<file path="src/rtl/uart_rx_if.sv">
// Receive-side bus for uart_rx: serial line in, byte plus status strobes out.
// master = the receiver itself, slave = the line driver / byte consumer.
interface uart_rx_if;
    logic       i_Rx_Serial;
    logic [7:0] o_Rx_Data;
    logic       o_Rx_DV;
    logic       o_Frame_Err;
    logic       o_Parity_Err;
    logic       o_Busy;

    modport master (
        input  i_Rx_Serial,
        output o_Rx_Data,
        output o_Rx_DV,
        output o_Frame_Err,
        output o_Parity_Err,
        output o_Busy
    );

    modport slave (
        output i_Rx_Serial,
        input  o_Rx_Data,
        input  o_Rx_DV,
        input  o_Frame_Err,
        input  o_Parity_Err,
        input  o_Busy
    );
endinterface

</file>
<file path="src/rtl/uart_rx.sv">
// UART receiver: 2-flop synchroniser, mid-bit sampling FSM, 8N1 framing.
// Define UART_RX_PARITY_EN for 8E1 framing with parity-error reporting.
module uart_rx #(
    parameter int unsigned CLKS_PER_BIT = 868,
    parameter int unsigned HALF_BIT     = (CLKS_PER_BIT - 1) / 2
) (
    input  logic     i_Clk,
    input  logic     i_Rst_n,
    uart_rx_if.master rx_if
);

    localparam int unsigned   CntW     = $clog2(CLKS_PER_BIT);
    localparam logic [CntW-1:0] BitTerm  = CntW'(CLKS_PER_BIT - 1);
    localparam logic [CntW-1:0] HalfTerm = CntW'(HALF_BIT);

    localparam logic [2:0] StIdle     = 3'd0;
    localparam logic [2:0] StStart    = 3'd1;
    localparam logic [2:0] StData     = 3'd2;
    localparam logic [2:0] StStop     = 3'd3;
    localparam logic [2:0] StWaitHigh = 3'd4;
`ifdef UART_RX_PARITY_EN
    localparam logic [2:0] StParity   = 3'd5;
`endif

    logic [1:0]      sync_q;
    logic            rx_s;
    logic [2:0]      state_q, state_d;
    logic [CntW-1:0] cnt_q, cnt_d;
    logic [2:0]      idx_q, idx_d;
    logic [7:0]      shift_q, shift_d;
    logic [7:0]      data_q, data_d;
    logic            dv_q, dv_d;
    logic            fe_q, fe_d;
`ifdef UART_RX_PARITY_EN
    logic            pe_q, pe_d;
    logic            par_bad_q, par_bad_d;
`endif

    assign rx_s = sync_q[1];

    always_comb begin
        state_d = state_q;
        cnt_d   = cnt_q;
        idx_d   = idx_q;
        shift_d = shift_q;
        data_d  = data_q;
        dv_d    = 1'b0;
        fe_d    = 1'b0;
`ifdef UART_RX_PARITY_EN
        pe_d      = 1'b0;
        par_bad_d = par_bad_q;
`endif
        case (state_q)
            StIdle: begin
                if (!rx_s) begin
                    state_d = StStart;
                    cnt_d   = '0;
                end
            end
            StStart: begin
                if (cnt_q == HalfTerm) begin
                    cnt_d = '0;
                    idx_d = 3'd0;
                    // Line back high at mid start bit: glitch, not a frame.
                    state_d = rx_s ? StIdle : StData;
                end else begin
                    cnt_d = cnt_q + 1'b1;
                end
            end
            StData: begin
                if (cnt_q == BitTerm) begin
                    cnt_d          = '0;
                    shift_d[idx_q] = rx_s;
                    idx_d          = idx_q + 3'd1;
                    if (idx_q == 3'd7) begin
`ifdef UART_RX_PARITY_EN
                        state_d = StParity;
`else
                        state_d = StStop;
`endif
                    end
                end else begin
                    cnt_d = cnt_q + 1'b1;
                end
            end
`ifdef UART_RX_PARITY_EN
            StParity: begin
                if (cnt_q == BitTerm) begin
                    cnt_d     = '0;
                    par_bad_d = rx_s ^ (^shift_q);
                    state_d   = StStop;
                end else begin
                    cnt_d = cnt_q + 1'b1;
                end
            end
`endif
            StStop: begin
                if (cnt_q == BitTerm) begin
                    cnt_d = '0;
                    if (!rx_s) begin
                        fe_d    = 1'b1;
                        state_d = StWaitHigh;
                    end else begin
                        state_d = StIdle;
`ifdef UART_RX_PARITY_EN
                        if (par_bad_q) begin
                            pe_d = 1'b1;
                        end else begin
                            dv_d   = 1'b1;
                            data_d = shift_q;
                        end
`else
                        dv_d   = 1'b1;
                        data_d = shift_q;
`endif
                    end
                end else begin
                    cnt_d = cnt_q + 1'b1;
                end
            end
            StWaitHigh: begin
                // A held-low break yields one framing error, not a stream of frames.
                if (rx_s) state_d = StIdle;
            end
            default: state_d = StIdle;
        endcase
    end

    always_ff @(posedge i_Clk or negedge i_Rst_n) begin
        if (!i_Rst_n) begin
            sync_q  <= 2'b11;
            state_q <= StIdle;
            cnt_q   <= '0;
            idx_q   <= 3'd0;
            shift_q <= 8'h00;
            data_q  <= 8'h00;
            dv_q    <= 1'b0;
            fe_q    <= 1'b0;
`ifdef UART_RX_PARITY_EN
            pe_q      <= 1'b0;
            par_bad_q <= 1'b0;
`endif
        end else begin
            sync_q  <= {sync_q[0], rx_if.i_Rx_Serial};
            state_q <= state_d;
            cnt_q   <= cnt_d;
            idx_q   <= idx_d;
            shift_q <= shift_d;
            data_q  <= data_d;
            dv_q    <= dv_d;
            fe_q    <= fe_d;
`ifdef UART_RX_PARITY_EN
            pe_q      <= pe_d;
            par_bad_q <= par_bad_d;
`endif
        end
    end

    assign rx_if.o_Rx_Data   = data_q;
    assign rx_if.o_Rx_DV     = dv_q;
    assign rx_if.o_Frame_Err = fe_q;
    assign rx_if.o_Busy      = (state_q != StIdle);
`ifdef UART_RX_PARITY_EN
    assign rx_if.o_Parity_Err = pe_q;
`else
    assign rx_if.o_Parity_Err = 1'b0;
`endif

endmodule

</file>
<file path="src/flat_wrapper.sv">
// flat-port wrapper written by rule: the top's interface ports become plain ports
module uart_rx_flat 
#(
    parameter int unsigned CLKS_PER_BIT = 868,
    parameter int unsigned HALF_BIT     = (CLKS_PER_BIT - 1) / 2
)
  (i_Clk, i_Rst_n, rx_if_i_Rx_Serial, rx_if_o_Rx_Data, rx_if_o_Rx_DV, rx_if_o_Frame_Err, rx_if_o_Parity_Err, rx_if_o_Busy);
  uart_rx_if rx_if_i ();
  input  logic i_Clk;
  input  logic i_Rst_n;
  input wire logic [$bits(rx_if_i.i_Rx_Serial)-1:0] rx_if_i_Rx_Serial;
  output wire logic [$bits(rx_if_i.o_Rx_Data)-1:0] rx_if_o_Rx_Data;
  output wire logic [$bits(rx_if_i.o_Rx_DV)-1:0] rx_if_o_Rx_DV;
  output wire logic [$bits(rx_if_i.o_Frame_Err)-1:0] rx_if_o_Frame_Err;
  output wire logic [$bits(rx_if_i.o_Parity_Err)-1:0] rx_if_o_Parity_Err;
  output wire logic [$bits(rx_if_i.o_Busy)-1:0] rx_if_o_Busy;
  assign rx_if_i.i_Rx_Serial = rx_if_i_Rx_Serial;
  assign rx_if_o_Rx_Data = rx_if_i.o_Rx_Data;
  assign rx_if_o_Rx_DV = rx_if_i.o_Rx_DV;
  assign rx_if_o_Frame_Err = rx_if_i.o_Frame_Err;
  assign rx_if_o_Parity_Err = rx_if_i.o_Parity_Err;
  assign rx_if_o_Busy = rx_if_i.o_Busy;
  uart_rx #(.CLKS_PER_BIT(CLKS_PER_BIT), .HALF_BIT(HALF_BIT)) u_core (.i_Clk(i_Clk), .i_Rst_n(i_Rst_n), .rx_if(rx_if_i));
endmodule
</file>
<file path="config.mk">
export PLATFORM = sky130hd
export DESIGN_NAME = uart_rx_flat
export DESIGN_NICKNAME = d
export VERILOG_FILES = /design/src/rtl/uart_rx_if.sv /design/src/rtl/uart_rx.sv /design/src/flat_wrapper.sv
export SDC_FILE = /design/constraint.sdc
export NUM_CORES = 1
export LEC_CHECK = 0
export CAP_MARGIN = 20
export CORE_ASPECT_RATIO = 1.2
export CORE_MARGIN = 3
export CORE_UTILIZATION = 45
export CTS_BUF_LIST = sky130_fd_sc_hd__clkbuf_2
export DETAILED_ROUTE_END_ITERATION = 6
export RECOVER_POWER = 100
export SYNTH_ARGS = -nofsm -noshare
export SYNTH_HDL_FRONTEND = slang
export SYNTH_SLANG_ARGS = --single-unit
</file>
<file path="constraint.sdc">
create_clock -name i_Clk -period 5.5 [get_ports i_Clk]
set_clock_uncertainty 0.2 [all_clocks]
set_input_delay 1.65 -clock i_Clk [delete_from_list [all_inputs] [get_ports i_Clk]]
set_output_delay 1.65 -clock i_Clk [all_outputs]
set_load 0.05 [all_outputs]
</file>
==> run summary, run 1 <==
status: finished, violations left
failing checks: max-capacitance violations, max-slew violations
CTS Sinks: 36
Min-Delay Path Class: register to register
first-pass GRT wire length: 6330 um
Worst Max-Slew Pin Slew: 1.85 ns
share of cells above drive strength 1: 0.125
largest cells by area after synthesis: dfrtp_1 47%, mux2_2 6.9%, o21ai_0 3.3%, o31ai_1 3.3%, dfstp_2 2.9%
Final Hold Violating Endpoints: 0
CTS tree: yes
TritonCTS Buffers: 5
number of setup buffers added after CTS: 0
Syn Std Cell Area: 1810 um2
vias per std cell: 5.84
Final HPWL DP: 2680 um
# rows: 24
die width: 63.8 um
Critical Path Fanout Max: 16
Sw Ratio: 0.224
final core occ: 0.539
crit end category: output pin
antenna violation net count after detailed routing: 0
Port Buffers: 13
unrepaired setup endpoints after global routing: no
Congestion Overflow GR: 0
core region area: 3750 um2
post-synthesis sequential area ratio: 0.500
FF+latch count, synth: 36
Post-Route WL: 3670 um
Antenna Cells: 0
synthesized area per cell: 10.8 um2
Post-CTS Resized: 0
syn_nets: 175
Setup Total Neg Slack: 0 ns
H-tree lvl count: 2
CP Data Arrival Time: 2.07 ns
Layout area overhead: 12.0%
total global routing track utilization: 0.171
Nets: 190
clk_lat worst skew: 0.40 ns
number of antenna violations at the first check in global routing: 0
DRC violations left: 0
Combinational Power Share: 0.020
Initial Utilization: 0.481
Post-synth EDFFs: 0
Crit Path Class: register to output pin
Cells after Synth: 168
slew margin rel.: -0.232
Synth Flop Type: dfrtp_1
gpl congestion: 0.910
Worst setup SP type: register
Period minus WS final: 3.92 ns
Pint: 0.000343 W
vias in the first global route: 1,313
Final setup viols: 0
largest net degree at the start of global routing: 37
starting DRC count in detailed routing: 90
Yosys warning total: 0
Die ar.: 4810 um2
Reg power frac: 0.604
Boundary Pins: 15
Final Cycle Share: 0.714
Net Sw Power: 0.0000991 W
DRT Pass-1 Iters: 6
final-report max-slew violation count: 37
via count: 1,378
Reg clk slew, reported paths: 0.17 ns
maximum vdd ir drop: 0.100 mV
WP data required: 3.65 ns
clock network power share: 0.376
async set or reset register ratio after synthesis: 1.00
LEAKAGE: 0.894 nW
clock root buffer: clkbuf_2
Achievable Freq: 255 MHz
WL per Instance: 15.5 um
synth unique cells: 44
Power Density: 219 nW/um2
Yosys top cell by area: dfrtp_1
Die Ht: 75.4 um
hold buffers post-CTS: 0
post-synth top area share: 0.471
max-cap viol count: 1
R2R Setup Slk: 2.54 ns
CTS Buffer Depth: 2
-- synth_stat cells (2+ instances only) --
library cell / number
mux2_2: 11
a22o_1: 2
nor3_1: 6
or2_2: 2
o2111ai_1: 2
and3_1: 2
mux2i_1: 2
o31ai_1: 8
nand2_1: 12
a21oi_1: 4
nand4_1: 6
dfrtp_1: 34
a31oi_1: 2
ha_1: 4
or3_1: 3
o221ai_1: 2
buf_2: 4
nor2_1: 4
nand3_1: 6
nor3b_1: 2
inv_1: 6
nor4_1: 3
dfstp_2: 2
nand2b_1: 4
and2_1: 3
o211ai_1: 3
o21ai_0: 12
-- per-stage QoR --
stage	instances	cell area [um2]	worst slack, ns	hold slack [ns]	power, W
after floorplan	168	1810	2.52	0.145	0.000275
after global placement	228	1980	2.07	0.146	0.000282
after detailed placement	228	1980	2.05	0.147	0.000282
after CTS	236	2050	1.59	0.170	0.000450
after global routing	236	2020	1.49	0.179	0.000461
final	236	2020	1.58	0.175	0.000443
-- cell type report --
type	count	area, um2
Inverter	6	22.5
Fill cell	348	1730
Multi-Input combinational cell	120	832
Clock buffer	5	25.0
Clock inverter	3	42.5
Tap cell	52	65.1
Sequential cell	36	903
Timing Repair Buffer	14	134
-- power groups by stage --
stage / logic (W) / registers, W / clock network, W
final: 0.00000880 / 0.000267 / 0.000167
after global routing: 0.0000102 / 0.000268 / 0.000183
after CTS: 0.00000998 / 0.000267 / 0.000172
after detailed placement: 0.0000100 / 0.000272 / 0
after global placement: 0.00000988 / 0.000272 / 0
after floorplan: 0.00000297 / 0.000272 / 0
-- placed cells by master (no fill, tap or decap), drive strengths merged, types with 3 or more instances in the layout --
cell         instances
nand2               12
and2                 3
clkbuf               6
dfrtp               34
nand4                6
a21oi                4
nand2b               4
nor2                 4
mux2                11
o31ai                8
or3                  3
nand3                6
o21ai               12
o211ai               3
dlygate4sd3         13
nor3b                3
ha                   4
nor4                 3
inv                  6
nor3                 7
-- flip-flops by register name, summed over array words and instances (netlist names) --
name,count
u_core.cnt_q,10
u_core.rx_if.o_Rx_Data,8
u_core.shift_q,8
u_core.idx_q,3
u_core.state_q,3
u_core.sync_q,2
u_core.rx_if.o_Frame_Err,1
u_core.rx_if.o_Rx_DV,1
-- metal layers --
metal,global-route usage,vias up,routed length (um)
li1,-,668,-
met1,0.202,671,1590
met2,0.299,31,1860
met3,0.0457,8,139
met4,0.0719,0,74
met5,0,-,0
-- logic make-up after synthesis --
| logic type | share of synthesized area |
|---|---|
| other | 0.00208 |
| flip-flops | 0.500 |
| multiplexers | 0.0796 |
| adder cells (fa/ha/maj) | 0.0277 |
| XOR/XNOR | 0.00485 |
| AND/OR/NAND/NOR | 0.209 |
| AO/OA/AOI/OAI | 0.147 |
| buffers and inverters | 0.0298 |
-- critical path: stages, from the launching register on --
cell and delay (ns):
dfrtp_1 0.57, or3_1 0.36, dlygate4sd3_1 0.76
-- path summary, 6_finish.rpt --
| kind | from | to | cells past startpoint |
|---|---|---|---|
| worst max-delay path | u_core.state_q[2] | rx_if_o_Busy | 2 |
| worst min-delay path | u_core.sync_q[0] | u_core.sync_q[1] | 0 |
| worst max register to register | u_core.cnt_q[0] | u_core.rx_if.o_Rx_Data[0] | 5 |
| worst min register to register | u_core.sync_q[0] | u_core.sync_q[1] | 0 |
| max in group asynchronous | i_Rst_n | u_core.state_q[2] | 2 |
| min in group asynchronous | i_Rst_n | u_core.idx_q[1] | 2 |
(Power assumes the default switching activity.)
==> run 2: changes to the inputs <==
--- a/config.mk
+++ b/config.mk
@@ -11,6 +11,7 @@
 export CORE_UTILIZATION = 45
 export CTS_BUF_LIST = sky130_fd_sc_hd__clkbuf_2
 export DETAILED_ROUTE_END_ITERATION = 6
+export PLACE_DENSITY = 0.67
 export RECOVER_POWER = 100
 export SYNTH_ARGS = -nofsm -noshare
 export SYNTH_HDL_FRONTEND = slang
==> constraint.sdc (replaced) <==
create_clock -name i_Clk -period 3.51 [get_ports i_Clk]
set_clock_uncertainty 0.2 [all_clocks]
set_input_delay 1.053 -clock i_Clk [delete_from_list [all_inputs] [get_ports i_Clk]]
set_output_delay 1.053 -clock i_Clk [all_outputs]
set_load 0.05 [all_outputs]
==> run 2 against run 1 <==
Net effect: via count fell by 1.3%; sequential power grew 57%; register-to-register slack got worse by 1.9 ns; largest power group unchanged; die area unchanged; flip-flop and latch count did not move; highest routed layer unchanged; clock power grew 9%; first-iteration DRC count is the same; final cell count is the same; global-route usage fell by 0.59 points; the run still ends with max-capacitance violations, max-slew violations left; design area down 1.1%; sequential share of layout area up 0.50 points.
==> run summary, run 2 (synthesized netlist as in run 1, its figures left out) <==
Net Sw Power: 0.000142 W
starting DRC count in detailed routing: 90
via count: 1,360
Final Hold Violating Endpoints: 0
Worst Path Buf+Inv: 1
Initial Utilization: 0.481
Reg clk slew, reported paths: 0.16 ns
die width: 63.8 um
Max stage delay on crit path: 0.76 ns
CP cell instances: or3_1 > dlygate4sd3_1
vias in the first global route: 1,390
failing checks: max-capacitance violations, max-slew violations
CTS Buffer Depth: 2
hold_sp: u_core.sync_q[0]
Critical path origin: u_core.state_q[1]
Top reg by flops: u_core.cnt_q
number of stages on the worst setup path: 2
Port Buffers: 13
reg2reg start: u_core.cnt_q[0]
clock network power share: 0.296
number of setup buffers added after CTS: 0
clk_lat worst skew: 0.37 ns
LEAKAGE: 0.884 nW
Reg power frac: 0.681
crit end category: output pin
maximum vdd ir drop: 0.195 mV
Congestion Overflow GR: 0
Sw Ratio: 0.231
Antenna Cells: 0
Min-Delay Path Class: register to register
Power Density: 307 nW/um2
gpl congestion: 0.897
Final setup viols: 0
Worst setup SP type: register
Boundary Pins: 15
final-report max-slew violation count: 37
most frequent cells in the layout: 34 x dfrtp_1, 13 x dlygate4sd3_1, 12 x nand2_1, 12 x o21ai_0, 11 x mux2_2
status: finished, violations left
Post-Route WL: 3690 um
placed insts: 228
Layout area overhead: 10.8%
Nets: 190
CTS Sinks: 36
CP top delay family: buffers and inverters
WP data required: 2.26 ns
clock root buffer: clkbuf_2
WL per Instance: 15.6 um
first-pass GRT wire length: 6100 um
worst setup margin: 0.181 ns
Pint: 0.000472 W
Period minus WS final: 3.33 ns
Achievable Freq: 300 MHz
share of cells above drive strength 1: 0.130
Hold Path Stages: 0
vias per std cell: 5.76
fin cells: 236
TritonCTS Buffers: 5
DRC violations left: 0
antenna violation net count after detailed routing: 0
commonest non-fill, non-tap cell in the layout: dfrtp_1
Final HPWL DP: 2680 um
Worst Max-Slew Pin Slew: 1.88 ns
CP max-delay cell: dlygate4sd3_1
# rows: 24
Crit Path Class: register to output pin
number of antenna violations at the first check in global routing: 0
max reg flops: 10
core region area: 3750 um2
Reg area: 903 um2
Combinational Power Share: 0.023
hold buffers post-CTS: 0
footprint of the multi-input gates: 838 um2
slew margin rel.: -0.255
CP Data Arrival Time: 2.08 ns
filler instances: 339
worst slack at placement: 0.661 ns
Critical Path Fanout Max: 13
H-tree lvl count: 2
Die Ht: 75.4 um
total global routing track utilization: 0.166
Die ar.: 4810 um2
unrepaired setup endpoints after global routing: no
largest net degree at the start of global routing: 37
DRT Pass-1 Iters: 4
CTS tree: yes
Post-CTS Resized: 0
max-cap viol count: 1
reg2reg path depth: 5
Setup Total Neg Slack: 0 ns
Final Cycle Share: 0.948
[run 2: changes by cell type in the layout (fill, tap and decap cells not counted)]
cell,before,now
clkbuf_2,5,7
a311oi_1,1,0
a311oi_2,0,1
and4bb_1,1,0
and4bb_2,0,1
bufinv_16,1,0
clkinv_1,0,1
clkinv_2,1,0
clkinvlp_4,1,0
[run 2: routing by layer]
layer  track usage  share of wire
met4        0.0839          0.022
met5             0              0
met2         0.316           0.56
met1         0.170           0.39
met3        0.0398          0.027
[run 2: worst reg2reg max path, stage by stage, from the launching register on]
cell,delay [ns]
dfrtp_1,0.47
ha_1,0.27
nor2b_1,0.38
nand2_1,0.17
nor3_1,0.91
mux2_2,0.43
[run 2: worst paths after layout]
check	end	slack, ns
min in group asynchronous	u_core.shift_q[6]	1.51
min	u_core.sync_q[1]	0.18
max reg2reg	u_core.rx_if.o_Rx_Data[5]	0.60
max in group asynchronous	u_core.cnt_q[9]	0.53
max	rx_if_o_Busy	0.18
min reg2reg	u_core.sync_q[1]	0.18
[run 2: stage by stage]
| stage | util | area [um2] | hold WS, ns | power, W |
|---|---|---|---|---|
| after floorplan | - | 1810 | 0.145 | 0.000430 |
| after global placement | 0.527 | 1980 | 0.149 | 0.000441 |
| after detailed placement | 0.527 | 1980 | 0.151 | 0.000442 |
| after CTS | 0.537 | 2020 | 0.172 | 0.000625 |
| after global routing | 0.533 | 2000 | 0.184 | 0.000643 |
| final | 0.533 | 2000 | 0.176 | 0.000614 |
[run 2: power groups by stage]
| stage | logic, W | clock network, W | registers (W) |
|---|---|---|---|
| CTS | 0.0000157 | 0.000191 | 0.000419 |
| floorplan | 0.00000466 | 0 | 0.000426 |
| global placement | 0.0000152 | 0 | 0.000426 |
| global route | 0.0000160 | 0.000208 | 0.000419 |
| detailed placement | 0.0000156 | 0 | 0.000426 |
| finish | 0.0000138 | 0.000182 | 0.000418 |
[run 2: cell type report]
class                           instances  share of cell area
Sequential cell                        36               0.451
Multi-Input combinational cell        120               0.419
Timing Repair Buffer                   14              0.0669
Tap cell                               52              0.0325
Clock buffer                            7              0.0175
Inverter                                6              0.0113
Clock inverter                          1             0.00188
==> run 3: changes to the inputs <==
==> constraint.sdc (replaced) <==
create_clock -name i_Clk -period 3.51 [get_ports i_Clk]
set_clock_uncertainty 0.2 [all_clocks]
set_input_delay 0.702 -clock i_Clk [delete_from_list [all_inputs] [get_ports i_Clk]]
set_output_delay 0.702 -clock i_Clk [all_outputs]
set_load 0.05 [all_outputs]
==> run 3 against run 2 <==
Net effect: the run still ends with max-capacitance violations, max-slew violations left; global-route usage grew 0.53 points; flip-flop and latch count is the same; final cell count shrank 0.42%; total power shrank 0.71%; first-iteration DRC count grew 12%; routed wire length grew 1.1%; sequential share of layout area grew 0.085 points; fmax grew 12%; count of clock-buffer cells in the layout shrank 1; sequential power is essentially flat; combinational power is essentially flat; non-clock buffer count is the same; largest power group unchanged.
==> run summary, run 3 (synthesized netlist as in run 1, its figures left out) <==
status: finished, violations left
failing checks: max-capacitance violations, max-slew violations
max-cap viol count: 1
CTS tree: yes
first-pass GRT wire length: 6380 um
H-tree lvl count: 2
hold_sp: u_core.sync_q[0]
share of cells above drive strength 1: 0.126
via count: 1,377
clock root buffer: clkbuf_2
Crit Path Class: register to output pin
CTS Sinks: 36
Boundary Pins: 15
clock network power share: 0.292
reg2reg start: u_core.cnt_q[0]
Port Buffers: 13
unrepaired setup endpoints after global routing: no
max reg flops: 10
Die ar.: 4810 um2
Antenna Cells: 0
Initial Utilization: 0.481
Nets: 190
Post-CTS Resized: 0
Pint: 0.000467 W
Setup Total Neg Slack: 0 ns
Achievable Freq: 335 MHz
final-report max-slew violation count: 37
Sw Ratio: 0.235
Period minus WS final: 2.98 ns
Net Sw Power: 0.000143 W
DRT Pass-1 Iters: 4
DRC violations left: 0
slew margin rel.: -0.248
Top reg by flops: u_core.cnt_q
commonest non-fill, non-tap cell in the layout: dfrtp_1
Layout area overhead: 10.6%
placed insts: 228
CTS Buffer Depth: 2
largest net degree at the start of global routing: 37
Reg clk slew, reported paths: 0.16 ns
CP Data Arrival Time: 2.08 ns
Final setup viols: 0
Post-Route WL: 3730 um
WL per Instance: 15.9 um
gpl congestion: 0.916
core region area: 3750 um2
# rows: 24
Reg power frac: 0.686
vias per std cell: 5.86
maximum vdd ir drop: 0.157 mV
Max stage delay on crit path: 0.76 ns
Die Ht: 75.4 um
Critical Path Fanout Max: 13
LEAKAGE: 0.883 nW
final core occ: 0.532
filler instances: 354
Total Power: 0.000610 W
starting DRC count in detailed routing: 101
CP max-delay cell: dlygate4sd3_1
crit end category: output pin
Final Hold Violating Endpoints: 0
Final HPWL DP: 2660 um
total global routing track utilization: 0.171
Worst setup SP type: register
Congestion Overflow GR: 0
die width: 63.8 um
vias in the first global route: 1,379
Critical path origin: u_core.state_q[1]
clk_lat worst skew: 0.37 ns
Min-Delay Path Class: register to register
number of setup buffers added after CTS: 0
antenna violation net count after detailed routing: 0
CP cell instances: or3_1 > dlygate4sd3_1
TritonCTS Buffers: 5
Power Density: 305 nW/um2
Final Cycle Share: 0.849
most frequent cells in the layout: 34 x dfrtp_1, 13 x dlygate4sd3_1, 12 x nand2_1, 12 x o21ai_0, 10 x mux2_2
Worst Max-Slew Pin Slew: 1.87 ns
fin cells: 235
hold buffers post-CTS: 0
WP data required: 2.61 ns
number of antenna violations at the first check in global routing: 0
Combinational Power Share: 0.022
-- run 3: cell types whose count changed in the layout (fill, tap and decap cells not counted) --
cell and change:
clkbuf_2 -1, clkinv_1 -1, clkinv_2 +1, mux2_1 +1, mux2_2 -1
-- run 3: final cells by class --
cell class | instances | area [um2] | share of cell area
timing repair buffer | 14 | 134 | 0.0670
sequential | 36 | 903 | 0.452
multi-input combinational | 120 | 838 | 0.420
inverter | 6 | 22.5 | 0.0113
clock buffer | 6 | 30.0 | 0.0150
clock inverter | 1 | 5.00 | 0.00250
tap | 52 | 65.1 | 0.0326
-- run 3: per-layer routing --
metal | track usage | up-vias | share of wire
met1 | 0.190 | 670 | 0.41
met4 | 0.0671 | 0 | 0.012
met2 | 0.309 | 42 | 0.54
met5 | 0 | - | 0
li1 | - | 657 | -
met3 | 0.0516 | 8 | 0.042
-- run 3: critical path, delay by kind of cell, from the launching register on --
kind | cells | cell delay [ns]
buffers and inverters | 1 | 0.76
and+or+nand+nor | 1 | 0.41
DFF | 1 | 0.54
-- run 3: per-stage QoR --
stage / cell area, um2 / hold WS, ns / worst slack (ns)
2_1_floorplan: 1810 / 0.145 / 1.41
6_report: 2000 / 0.174 / 0.529
3_5_place_dp: 1980 / 0.151 / 0.997
4_1_cts: 2010 / 0.171 / 0.553
3_3_place_gp: 1980 / 0.147 / 1.02
5_1_grt: 2000 / 0.178 / 0.302
-- run 3: power by group through the flow --
stage	clock, W	combinational, W	sequential, W
4_1_cts	0.000184	0.0000154	0.000419
2_1_floorplan	0	0.00000466	0.000426
5_1_grt	0.000203	0.0000158	0.000419
3_5_place_dp	0	0.0000154	0.000426
6_report	0.000178	0.0000137	0.000418
3_3_place_gp	0	0.0000152	0.000426
-- run 3: final timing paths --
kind                                             endpoint  slack, ns  depth (start not counted)
max in group asynchronous                 u_core.cnt_q[2]       0.89                          2
min in group asynchronous       u_core.rx_if.o_Rx_Data[6]       1.14                          2
worst max-delay path                         rx_if_o_Busy       0.53                          2
worst min register to register           u_core.sync_q[1]       0.17                          0
worst min-delay path                     u_core.sync_q[1]       0.17                          0
worst max register to register  u_core.rx_if.o_Rx_Data[2]       0.59                          5
